<file path="src/rtl/dcs_pkg.sv">
// dcs_pkg: shared types, sizes and the leading-one helper for the vector re-quantiser.
package dcs_pkg;
    localparam int N       = 8;
    localparam int IN_W    = 32;
    localparam int OUT_W   = 8;
    localparam int SHIFT_W = 5;
    localparam int IDX_W   = $clog2(N);

    typedef enum logic [1:0] {COLLECT, SCAN, EMIT} state_e;

    function automatic logic [SHIFT_W-1:0] lead_one_pos(input logic [IN_W-1:0] x);
        logic [SHIFT_W-1:0] p;
        p = '0;
        for (int i = 0; i < IN_W; i++)
            if (x[i]) p = SHIFT_W'(i);
        return p;
    endfunction
endpackage

</file>
<file path="src/rtl/dcs_round_sat.sv">
// dcs_round_sat: right-shift with round-half-up, saturating to OUT_W bits.
module dcs_round_sat
    import dcs_pkg::*;
(
    input  logic [IN_W-1:0]    x_i,
    input  logic [SHIFT_W-1:0] s_i,
    output logic [OUT_W-1:0]   q_o
);
    logic [IN_W:0] half;
    logic [IN_W:0] sum;
    logic [IN_W:0] r;

    // the extra bit keeps the rounding carry of a full-scale input
    always_comb begin
        half = (IN_W+1)'(1) << (s_i - SHIFT_W'(1));
        sum  = {1'b0, x_i} + half;
        r    = sum >> s_i;
        q_o  = (s_i == '0) ? x_i[OUT_W-1:0]
             : (r > (IN_W+1)'({OUT_W{1'b1}})) ? {OUT_W{1'b1}} : r[OUT_W-1:0];
    end
endmodule

</file>
<file path="src/rtl/dcs_vec_requant.sv">
// dcs_vec_requant: collects an N-word result vector, finds max/argmax and a
// power-of-two shift, then streams the re-quantised bytes on valid/ready.
module dcs_vec_requant
    import dcs_pkg::*;
(
    input  logic               clk,
    input  logic               rst_n,
    input  logic               in_valid,
    input  logic [IN_W-1:0]    in_data,
    output logic               in_ready,
    output logic               out_valid,
    input  logic               out_ready,
    output logic [OUT_W-1:0]   out_data,
    output logic               out_last,
    output logic [IDX_W-1:0]   argmax,
    output logic [SHIFT_W-1:0] shift,
    output logic               overrun
);
    state_e             state_q;
    logic [IDX_W-1:0]   cnt_q;
    logic [IDX_W-1:0]   el_q;
    logic [IN_W-1:0]    buf_q [N];
    logic [IN_W-1:0]    max_q;
    logic [IDX_W-1:0]   idx_q;
    logic [IDX_W-1:0]   argmax_q;
    logic [SHIFT_W-1:0] shift_q;
    logic [OUT_W-1:0]   out_data_q;
    logic               out_valid_q;
    logic               out_last_q;
    logic               overrun_q;

    logic [SHIFT_W-1:0] p_d;
    logic [SHIFT_W-1:0] s_d;
    logic [IN_W-1:0]    qx_d;
    logic [SHIFT_W-1:0] qs_d;
    logic [OUT_W-1:0]   q_d;

    // one quantiser serves both the first element (fresh shift) and later ones
    always_comb begin
        p_d  = lead_one_pos(max_q);
        s_d  = (p_d >= SHIFT_W'(OUT_W)) ? p_d - SHIFT_W'(OUT_W - 1) : '0;
        qx_d = (state_q == SCAN) ? buf_q[0] : buf_q[el_q + IDX_W'(1)];
        qs_d = (state_q == SCAN) ? s_d : shift_q;
    end

    dcs_round_sat u_round_sat (
        .x_i (qx_d),
        .s_i (qs_d),
        .q_o (q_d)
    );

    always_ff @(posedge clk or negedge rst_n) begin
        if (!rst_n) begin
            state_q     <= COLLECT;
            cnt_q       <= '0;
            el_q        <= '0;
            for (int i = 0; i < N; i++) buf_q[i] <= '0;
            max_q       <= '0;
            idx_q       <= '0;
            argmax_q    <= '0;
            shift_q     <= '0;
            out_data_q  <= '0;
            out_valid_q <= 1'b0;
            out_last_q  <= 1'b0;
            overrun_q   <= 1'b0;
        end else begin
            case (state_q)
                COLLECT: if (in_valid) begin
                    buf_q[cnt_q] <= in_data;
                    cnt_q        <= cnt_q + IDX_W'(1);
                    if (in_data > max_q) begin
                        max_q <= in_data;
                        idx_q <= cnt_q;
                    end
                    if (cnt_q == IDX_W'(N - 1)) state_q <= SCAN;
                end
                SCAN: begin
                    shift_q     <= s_d;
                    argmax_q    <= idx_q;
                    out_data_q  <= q_d;
                    out_valid_q <= 1'b1;
                    out_last_q  <= (N == 1);
                    el_q        <= '0;
                    state_q     <= EMIT;
                end
                EMIT: if (out_ready) begin
                    if (el_q == IDX_W'(N - 1)) begin
                        out_valid_q <= 1'b0;
                        out_last_q  <= 1'b0;
                        max_q       <= '0;
                        idx_q       <= '0;
                        state_q     <= COLLECT;
                    end else begin
                        el_q       <= el_q + IDX_W'(1);
                        out_data_q <= q_d;
                        out_last_q <= (el_q == IDX_W'(N - 2));
                    end
                end
                default: state_q <= COLLECT;
            endcase
            if (in_valid && state_q != COLLECT) overrun_q <= 1'b1;
        end
    end

    assign in_ready  = (state_q == COLLECT);
    assign out_valid = out_valid_q;
    assign out_data  = out_data_q;
    assign out_last  = out_last_q;
    assign argmax    = argmax_q;
    assign shift     = shift_q;
    assign overrun   = overrun_q;
endmodule

</file>
<file path="config.mk">
export PLATFORM = sky130hd
export DESIGN_NAME = dcs_vec_requant
export DESIGN_NICKNAME = d
export VERILOG_FILES = /design/src/rtl/dcs_pkg.sv /design/src/rtl/dcs_round_sat.sv /design/src/rtl/dcs_vec_requant.sv
export SDC_FILE = /design/constraint.sdc
export NUM_CORES = 1
export LEC_CHECK = 0
export ABC_AREA = 1
export BUFFER_PORTS_ARGS = -buffer_cell sky130_fd_sc_hd__buf_2
export CORE_MARGIN = 5
export CORE_UTILIZATION = 33
export CTS_BUF_LIST = sky130_fd_sc_hd__clkbuf_16
export CTS_CLUSTER_DIAMETER = 80
export CTS_CLUSTER_SIZE = 16
export DETAILED_ROUTE_END_ITERATION = 10
export GPL_TIMING_DRIVEN = 0
export PLACE_DENSITY = 0.52
export SLEW_MARGIN = 20
export SYNTH_ARGS = -nofsm -noshare
export SYNTH_HDL_FRONTEND = slang
export SYNTH_SLANG_ARGS = --single-unit
</file>
<file path="constraint.sdc">
create_clock -name clk -period 7.25 [get_ports clk]
set_input_delay 1.0875 -clock clk [delete_from_list [all_inputs] [get_ports clk]]
set_output_delay 1.0875 -clock clk [all_outputs]
set_load 0.005 [all_outputs]
</file>
Word-level counts from Yosys, hierarchy flattened:

Cells that the tools add are included.
W data, S select, Z words.

* shifts and indexed selects: 2
* equality and inequality tests: 11
* magnitude comparators: 6
* mux-type cells: 69
* bitwise logic cells: 2
* reduce and logical (&&, ||, !) cells: 13
* $add $sub $neg: 5

Operator list (number)
* $bwmux W256: 1
* $mux W32: 8
* $mux W5: 31
* $bmux W32 S3: 1
* $demux W32 S3: 1
* $pmux W32 S2: 1
* $add A32 B33 Y33: 1
* $gt A33 B8 Y1 const B: 1
* $shl A1 B5 Y33 const A: 1
* $shr A33 B5 Y33: 1
* $gt A32 B32 Y1: 1
* $mux W8: 4
* $mux W3: 6
* $pmux W8 S2: 1
* $pmux W3 S2: 2
* $mux W2: 5
* $eq A3 B3 Y1 const B: 3
* $ge A4 B4 Y1 const B: 2
* $ne A2 B2 Y1 const B: 4
* $not A3 Y4: 2
* $add A3 B1 Y3 const B: 2
* $pmux W2 S3: 1
* $reduce_and A3 Y1: 2
* $reduce_bool A2 Y1: 3
* other kinds (15): 23

* logic and storage cells: 127
* input bits: 36
* output and inout bits: 20
* register bits after elaboration: 318

Logic depth before layout (Yosys ltp):

Gate-level depths: netlist of the first run.

* depth after elaboration: 44
* gate-level depth with buffers: 76
* gate-level depth less buffers: 76

Modules after synthesis:

Synthesis of the first run repeated with hierarchy kept, for this count alone.

* cell total of the unflattened synthesis: 2870
* area, all modules: 19934.1 um2

By module, submodules not included
* dcs_vec_requant: instances 1, seq. area each 7957.6 um2, cells each 1841, area each 15185.8 um2
* dcs_round_sat: instances 1, seq. area each 0.0 um2, cells each 1029, area each 4748.3 um2

Least setup slack after synthesis of the first run:

Ideal clock, no wire load.

* path kind: reg2reg
* from: reg max_q[3]
* to: reg out_data_q[1] (netlist: out_data[1])
* buffers on the path: 2
* stages on the path, launching flop included: 71
* path slack: 0.688 ns
* required time: 7.133 ns
* arrival time: 6.445 ns
* clock period less this slack: 6.562 ns
* cells stage by stage: dfrtp_1 -> inv_2 -> nand2_1 -> nand2_1 -> nand2_1 -> nand2_1 -> nand2_1 -> nand2_1 -> nand2_1 -> nand2_1 -> nand2_1 -> nand2_1 -> nand2_1 -> nand2_1 -> nand2_1 -> nand2_1 -> nand2_1 -> nand2_1 -> (+35 left out) -> o21ai_2 -> a21oi_4 -> o21bai_4 -> xor2_1 -> nand3_2 -> nand3_1 -> nand2_1 -> nand2_1 -> nand2_1 -> nand2_1 -> nand2_1 -> nand2_1 -> nor2_1 -> nand3_2 -> nand2_4 -> nand3_1 -> nand2_1 -> nand2_1

* cells in the longest elaborated chain, start to end: 42

Ends and longest elaborated chain
* start: declaration: line dcs_vec_requant.sv:23 `logic [IN_W-1:0] max_q;`
* start signal: assignment: line dcs_vec_requant.sv:72 `max_q <= in_data;`
* $mux W5 (*) (29 in a row): line dcs_pkg.sv:15 `if (x[i]) p = SHIFT_W'(i);`
* $sub A5 B3 Y5 / $ge A5 B4 Y1 (equally long branches): line dcs_vec_requant.sv:41 `s_d = (p_d >= SHIFT_W'(OUT_W)) ? p_d - SHIFT_W'(OUT_W - 1) : '0;`
* $mux W5 (*): line dcs_vec_requant.sv:41
* $mux W5 (*)
* net qs_d[2]: line dcs_vec_requant.sv:35 `logic [SHIFT_W-1:0] qs_d;`
* $sub A5 B1 Y5: line dcs_round_sat.sv:15 `half = (IN_W+1)'(1) << (s_i - SHIFT_W'(1));`
* $shl A1 B5 Y33: line dcs_round_sat.sv:15
* $add A32 B33 Y33: line dcs_round_sat.sv:16 `sum = {1'b0, x_i} + half;`
* $shr A33 B5 Y33: line dcs_round_sat.sv:17 `r = sum >> s_i;`
* $gt A33 B8 Y1: line dcs_round_sat.sv:19 `: (r > (IN_W+1)'({OUT_W{1'b1}})) ? {OUT_W{1'b1}} : r[OUT_W-1:0];`
* $mux W8: line dcs_round_sat.sv:19
* $mux W8 (*): line dcs_round_sat.sv:18 `q_o = (s_i == '0) ? x_i[OUT_W-1:0]`
* $mux W8: line dcs_vec_requant.sv:87 `if (el_q == IDX_W'(N - 1)) begin`
* $mux W8: line dcs_vec_requant.sv:86 `EMIT: if (out_ready) begin`
* $pmux W8 S2 (*): line dcs_vec_requant.sv:67 `case (state_q)`
* end signal: assignment: line dcs_vec_requant.sv:80 `out_data_q <= q_d;`
* end signal: assignment: line dcs_vec_requant.sv:95 `out_data_q <= q_d;`
* end: declaration: line dcs_vec_requant.sv:27 `logic [OUT_W-1:0] out_data_q;`

The timed path passes the listed nets; every way through them passes the cells marked *. The select of a mux whose other input is x is not followed.
A chain may end at the register's enable or synchronous reset.

Worst setup path after layout of the first run:

* from: reg max_q[3]
* to: reg out_data_q[0] (netlist: out_data[0])

Same word-level chain as after synthesis.

==> summary.txt, run 1 <==
Status
  – Run status: finished, violations left
  – Violated checks: setup timing

Detailed routing
  – Avg WL per Cell: 20.0 µm
  – Post-DRT Antenna Nets: 0
  – Vias per inst: 5.33
  – Routed WL: 69,400 µm
  – DRC: 0
  – Router iterations before antenna repair: 5
  – Detailed Route Iter0 Violations: 1,676
  – Routed vias: 18,400

Final layout
  – Area Overhead vs Synth: 15.3%
  – # nets final: 2,800
  – # diodes: 0
  – Final core occ: 38.2%
  – Share of cells above drive strength 1: 11.5%

Place
  – IO buf count: 55
  – Routability cong.: 0.933
  – Hpwl dp: 54,800 µm

Run
  – MaxCap Viol Count: 0

Clock tree
  – H-tree depth: 1
  – Hold Buf Count CTS: 0
  – TritonCTS Sinks: 318
  – CTS tree: built
  – CTS Buf Count: 24
  – Root Driver: clkbuf_16
  – Clock-pin slew on the worst setup and hold paths: 70 ps
  – Later-pin clock latency in the skew report: 550 ps
  – Clock tree buffer depth: 3

Power
  – Total power density per cell area: 559 nW/µm²
  – VDD IR max: 0.000216 V
  – Pleak: 10.3 nW

Floorplan
  – # rows: 88
  – Initial Util: 33.2%
  – IO Pins: 56
  – Core area: 57,500 µm²
  – Die area: 62,700 µm²
  – Chip height: 250 µm
  – Die width: 250 µm

Synth
  – Avg Synthesized Cell Area: 7.43 µm²
  – Cell Area, Synth: 19,100 µm²
  – Primary FF master, synth: dfrtp_1
  – Most frequent cell after synthesis: nand2_1
  – Mapped Cells: 2,568
  – Top cells by count, synth: nand2_1, o21ai_0, dfrtp_1, inv_1, nand3_1
  – Syn Nets: 2,676
  – Top-area cell type share of the netlist area: 41.7%
  – Area leader, netlist: dfrtp_1
  – Synth cell types: 53
  – Sequential share of the synthesized area: 41.7%
  – Yosys reg bits: 318
  – Share of synthesized registers carrying an async set or reset: 100%
  – Ys Warns: 0
  – Top cells by area, synth: dfrtp_1, nand2_1, o21ai_0
  – Post-synth EDFFs: 0

Timing
  – Minimum clock period: 7410 ps
  – Worst relative slew slack: 21.4%
  – # setup viols final: 8
  – Worst Clk Skew: 18.2 ps
  – Final period utilization: 102%
  – Final WS setup: -158 ps
  – RSZ-0062 raised after global routing: true
  – Final hold vios: 0
  – Slew at the pin closest to its max-slew limit: 1180 ps
  – Pins Over Slew Limit: 0
  – Maximum clock rate: 135 MHz
  – Worst hold slack: 473 ps

Global routing
  – First-pass GRT wire length: 108,000 µm
  – Antenna violations before repair: 0
  – Vias in the first global route: 18,200
  – GR Util All Layers: 21.6%
  – Gr ovfl total: 0
  – Largest net degree at the start of global routing: 94

Worst setup path
  – Endpoint class of the critical path: flop
  – CP max stage cell: dfrtp_1
  – Crit path max fanout: 10
  – CP max stage delay: 380 ps
  – Crit path from: max_q[3]
  – Crit Path Category: reg -> reg
  – Most frequent CP cell: nand2_1
  – Critical path data required time: 7690 ps
  – Startpoint types: flop
  – Reg-to-Reg Start: max_q[3]
  – Worst Path Arrival: 7850 ps

Worst hold path
  – Worst min-delay path category: reg -> reg
  – Min-delay src: out_data[2]
## routing by layer
metal | track usage [%] | part of all wire, % | up-vias
met2 | 34.8 | 46 | 537
met5 | 0.695 | 0.081 | -
met4 | 4.35 | 2.0 | 2
li1 | - | - | 8824
met1 | 31.4 | 47 | 8989
met3 | 2.45 | 5.0 | 84
## layout make-up
class / count / area (µm²)
repair buffers: 99 / 687
clock inverters: 5 / 53.8
inverters: 250 / 953
multi-input cells: 1847 / 10100
well taps: 765 / 957
plain buffers: 152 / 686
clock buffers: 25 / 626
fillers: 6103 / 35500
flip-flops and latches: 318 / 7960
## power by group
group,total (W),internal (W),switching [W]
logic,0.00822,0.00263,0.00559
registers,0.00277,0.00243,0.000336
clock network,0.00130,0.000650,0.000651
## registers in the layout, summed over array words and instances, names as in the netlist
register	flops
max_q	32
overrun	1
argmax	3
state_q	2
out_valid	1
shift	5
el_q	3
buf_q	256
cnt_q	3
idx_q	3
out_data	8
out_last	1
## final timing paths
check | endpoint | slack, ps | cells past startpoint
worst max-delay path | out_data[0] | -160 | 57
worst min-delay path | out_data[2] | 470 | 2
worst max register to register | out_data[0] | -160 | 57
worst min register to register | out_data[2] | 470 | 2
max in group asynchronous | buf_q[243] | 5520 | 3
min in group asynchronous | cnt_q[0] | 480 | 1
## what timing repair did
| action | in CTS | in global routing |
|---|---|---|
| cloned | 0 | 0 |
| resized for setup | 99 | 56 |
| endpoints found under the setup margin | 8 | 8 |
| buffers inserted | 23 | 19 |
| pin swaps | 43 | 53 |
## cells in the final DEF, fill, tap and decap left out, drive strengths merged, types with 16 or more instances in the layout
master,n
nand2,636
o21ai,434
dfrtp,318
inv,249
nand3,243
clkbuf,146
nor2,134
a21oi,133
buf,130
ha,71
o211ai,46
a211oi,28
xor2,21
nand4,16
## worst max-delay path, delay by kind of cell (launching register included)
kind,cells,cell delay [ps]
AO/OA/AOI/OAI,11,1710
XOR/XNOR,1,190
adder cells (fa/ha/maj),2,420
buffers and inverters,7,840
flip-flops,1,380
AND/OR/NAND/NOR,36,3730
## cells by family (layout without fill, tap and decap cells)
logic type	count (synthesis)	count (layout)	share of synthesized area (%)
DFF	318	318	41.7
adders and majority gates	72	72	4.76
xor gates and xnor gates	31	31	1.46
buffers and inverters	403	531	8.28
AOI/OAI and AO/OA	694	694	20.6
and+or+nand+nor	1050	1050	23.2
## metrics by stage
| step | total power, W | std cells | instance area [µm²] | setup WS, ps | TNS [ps] |
|---|---|---|---|---|---|
| 6_report | 0.0123 | 3461 | 22000 | -158 | -1110 |
| 2_1_floorplan | 0.00781 | 2568 | 19100 | 688 | 0 |
| 3_5_place_dp | 0.0103 | 3391 | 20400 | -1460 | -11490 |
| 5_1_grt | 0.0134 | 3461 | 22000 | -645 | -5040 |
| 3_3_place_gp | 0.0102 | 3388 | 20300 | -1390 | -360440 |
| 4_1_cts | 0.0121 | 3444 | 21700 | -132 | -955 |
(Power assumes the default switching activity.)
==> inputs of run 2 (changes only) <==
--- a/config.mk
+++ b/config.mk
@@ -6,15 +6,15 @@
 export NUM_CORES = 1
 export LEC_CHECK = 0
 export ABC_AREA = 1
-export BUFFER_PORTS_ARGS = -buffer_cell sky130_fd_sc_hd__buf_2
 export CORE_MARGIN = 5
 export CORE_UTILIZATION = 33
-export CTS_BUF_LIST = sky130_fd_sc_hd__clkbuf_16
+export CTS_BUF_LIST = sky130_fd_sc_hd__clkbuf_4 sky130_fd_sc_hd__clkbuf_8
 export CTS_CLUSTER_DIAMETER = 80
 export CTS_CLUSTER_SIZE = 16
 export DETAILED_ROUTE_END_ITERATION = 10
+export DONT_BUFFER_PORTS = 1
 export GPL_TIMING_DRIVEN = 0
-export PLACE_DENSITY = 0.52
+export PLACE_DENSITY = 0.51
 export SLEW_MARGIN = 20
 export SYNTH_ARGS = -nofsm -noshare
 export SYNTH_HDL_FRONTEND = slang
==> run 2 against run 1 <==
The flow still finishes with violations (setup timing). Count of clock-buffer cells in the layout grew 2. Via count down 0.68%. Routed wire length grew 0.44%. Sequential share of layout area grew 0.91 points. Cell count fell by 1.6%. Worst hold slack lost 310 ps. Final area fell by 2.4%. Setup slack better by 90 ps. Combinational power shrank 1%. Die area unchanged. Critical path depth grew 16. Highest routed layer unchanged.
==> summary.txt, run 2 (synthesis gave the netlist of run 1 again) <==
Status
  – Run status: finished, violations left
  – Violated checks: setup timing

Place
  – IO buf count: 0 (-100%)
  – Hpwl dp: 54,300 µm (-0.87%)
  – # placed instances: 3,333 (-1.7%)
  – Routability cong.: 0.885 (-5.1%)
  – Area post-placement: 20,000 µm² (-1.8%)

Clock tree
  – Hold Buf Count CTS: 0 (unchanged)
  – Clock-pin slew on the worst setup and hold paths: 110 ps (+40 ps)
  – TritonCTS Sinks: 318 (unchanged)
  – Later-pin clock latency in the skew report: 620 ps (+70 ps)
  – CTS Buf Count: 24 (unchanged)
  – H-tree depth: 1 (unchanged)
  – CTS tree: built
  – Root Driver: clkbuf_8
  – Clock tree buffer depth: 3 (unchanged)

Detailed routing
  – Detailed Route Iter0 Violations: 1,745 (+4.1%)
  – Vias per inst: 5.38 (+0.98%)
  – Router iterations before antenna repair: 6 (+1)
  – DRC: 0 (unchanged)
  – Routed vias: 18,300 (-0.68%)
  – Post-DRT Antenna Nets: 0 (unchanged)
  – Avg WL per Cell: 20.5 µm (+2.1%)
  – Routed WL: 69,700 µm (+0.44%)

Floorplan
  – Initial Util: 33.2% (unchanged)
  – Die width: 250 µm (unchanged)
  – Chip height: 250 µm (unchanged)
  – IO Pins: 56 (unchanged)
  – Die area: 62,700 µm² (unchanged)
  – Core area: 57,500 µm² (unchanged)
  – # rows: 88 (unchanged)

Worst setup path
  – CP max stage delay: 390 ps (about the same)
  – Crit Path Category: reg -> reg
  – R2R cell count: 73 (+28%)
  – R2R setup slack: -70 ps (+90 ps)
  – Most frequent CP cell: nand2_1
  – Worst Path Arrival: 7830 ps (-20 ps)
  – Startpoint types: flop
  – Reg-to-Reg Start: max_q[2]
  – Endpoint class of the critical path: flop
  – CP max stage cell: dfrtp_1
  – Critical path data required time: 7760 ps (+70 ps)
  – Crit path max fanout: 8 (-2)
  – FF-to-FF End: out_data[5]

Final layout
  – Commonest cells after routing, fill and taps aside: nand2_1, o21ai_0, dfrtp_1
  – Area Overhead vs Synth: 12.4%
  – Top reg by flops: buf_q
  – Share of cells above drive strength 1: 10.1% (-1.3 points)
  – Final Cell Area: 21,400 µm² (-2.4%)
  – # diodes: 0 (unchanged)
  – Most common cell after layout, fill and taps aside: nand2_1
  – Post-route insts no fill: 3,404 (-1.6%)
  – Final core occ: 37.3% (-0.94 points)
  – Max FFs per register: 256 (unchanged)
  – # nets final: 2,744 (-2.0%)
  – # fillers: 6,202 (+1.6%)

Timing
  – Minimum clock period: 7320 ps (-90.1 ps)
  – Worst relative slew slack: 34.4% (+13 points)
  – Final hold vios: 0 (unchanged)
  – Pins Over Slew Limit: 0 (unchanged)
  – # setup viols final: 8 (unchanged)
  – Slew at the pin closest to its max-slew limit: 983 ps (-196 ps)
  – Final period utilization: 101% (-1.2 points)
  – Maximum clock rate: 137 MHz (+1.2%)
  – Final WS setup: -67.6 ps (+90.1 ps)
  – Worst Clk Skew: 16.4 ps (-1.80 ps)
  – RSZ-0062 raised after global routing: true

Run
  – MaxCap Viol Count: 0 (unchanged)

Global routing
  – GR Util All Layers: 21.7% (+0.13 points)
  – Antenna violations before repair: 1 (+1)
  – First-pass GRT wire length: 108,000 µm (+0.38%)
  – Gr ovfl total: 0 (unchanged)
  – Largest net degree at the start of global routing: 319 (+240%)
  – Vias in the first global route: 17,900 (-1.5%)

Power
  – Pleak: 9.96 nW (-3.4%)
  – VDD IR max: 0.000277 V (+28%)
  – Total power density per cell area: 554 nW/µm² (-0.92%)
  – Total power: 0.0119 W (-3.3%)

Worst hold path
  – Worst min-delay path category: in -> async
## run 2: timing repair
item                       4_1_cts  5_1_grt
cloned                           0        0
pin swaps                       50       46
resized for setup              116       53
setup endpoints to repair        8        8
setup buffers                   29       15
## run 2: worst max-delay path, delay by kind of cell, from the launching register on
family                   cells  cell delay, ps
AND/OR/NAND/NOR             54            4300
XOR/XNOR                     1             130
AO/OA/AOI/OAI               10            1370
adder cells (fa/ha/maj)      2             440
buffers and inverters        6             560
flip-flops                   1             390
## run 2: area by class of cell
type / count / area, µm² / share of cell area [%]
inverters: 250 / 953 / 4.45
repair buffers: 45 / 377 / 1.76
plain buffers: 150 / 686 / 3.20
multi-input cells: 1847 / 10100 / 47.3
well taps: 765 / 957 / 4.46
flip-flops and latches: 318 / 7960 / 37.1
clock buffers: 27 / 359 / 1.67
clock inverters: 2 / 20.0 / 0.0934
## run 2: how the worst max path moves through the flow
stage	from	to	depth (start not counted)
after floorplan	max_q[3]	out_data[1]	70
after global placement	max_q[3]	out_data[5]	70
after detailed placement	max_q[2]	out_data[5]	71
after CTS	max_q[2]	out_data[5]	75
after global routing	max_q[2]	out_data[0]	74
final	max_q[2]	out_data[5]	73
## run 2: report_power, final
group	internal [W]	switching, W	total [W]
clock network	0.000328	0.000623	0.000950
logic	0.00270	0.00544	0.00814
registers	0.00243	0.000356	0.00279
total	0.00546	0.00642	0.0119
## run 2: stage by stage
stage / hold WS [ps] / setup WS (ps) / setup TNS [ps]
after global routing: 119 / -649 / -5020
after global placement: 461 / -1470 / -11530
after CTS: 115 / -17.3 / -45.5
after floorplan: 448 / 688 / 0
after detailed placement: 468 / -1490 / -11720
final: 163 / -67.6 / -416
## run 2: layer usage
layer  track usage [%]  wire length, µm  vias to the layer above
li1                  -                -                     8706
met1              31.4            32500                     8987
met2              34.5            31200                      519
met3              2.86             3830                       96
met4              5.32             2080                        2
met5                 0               13                        -
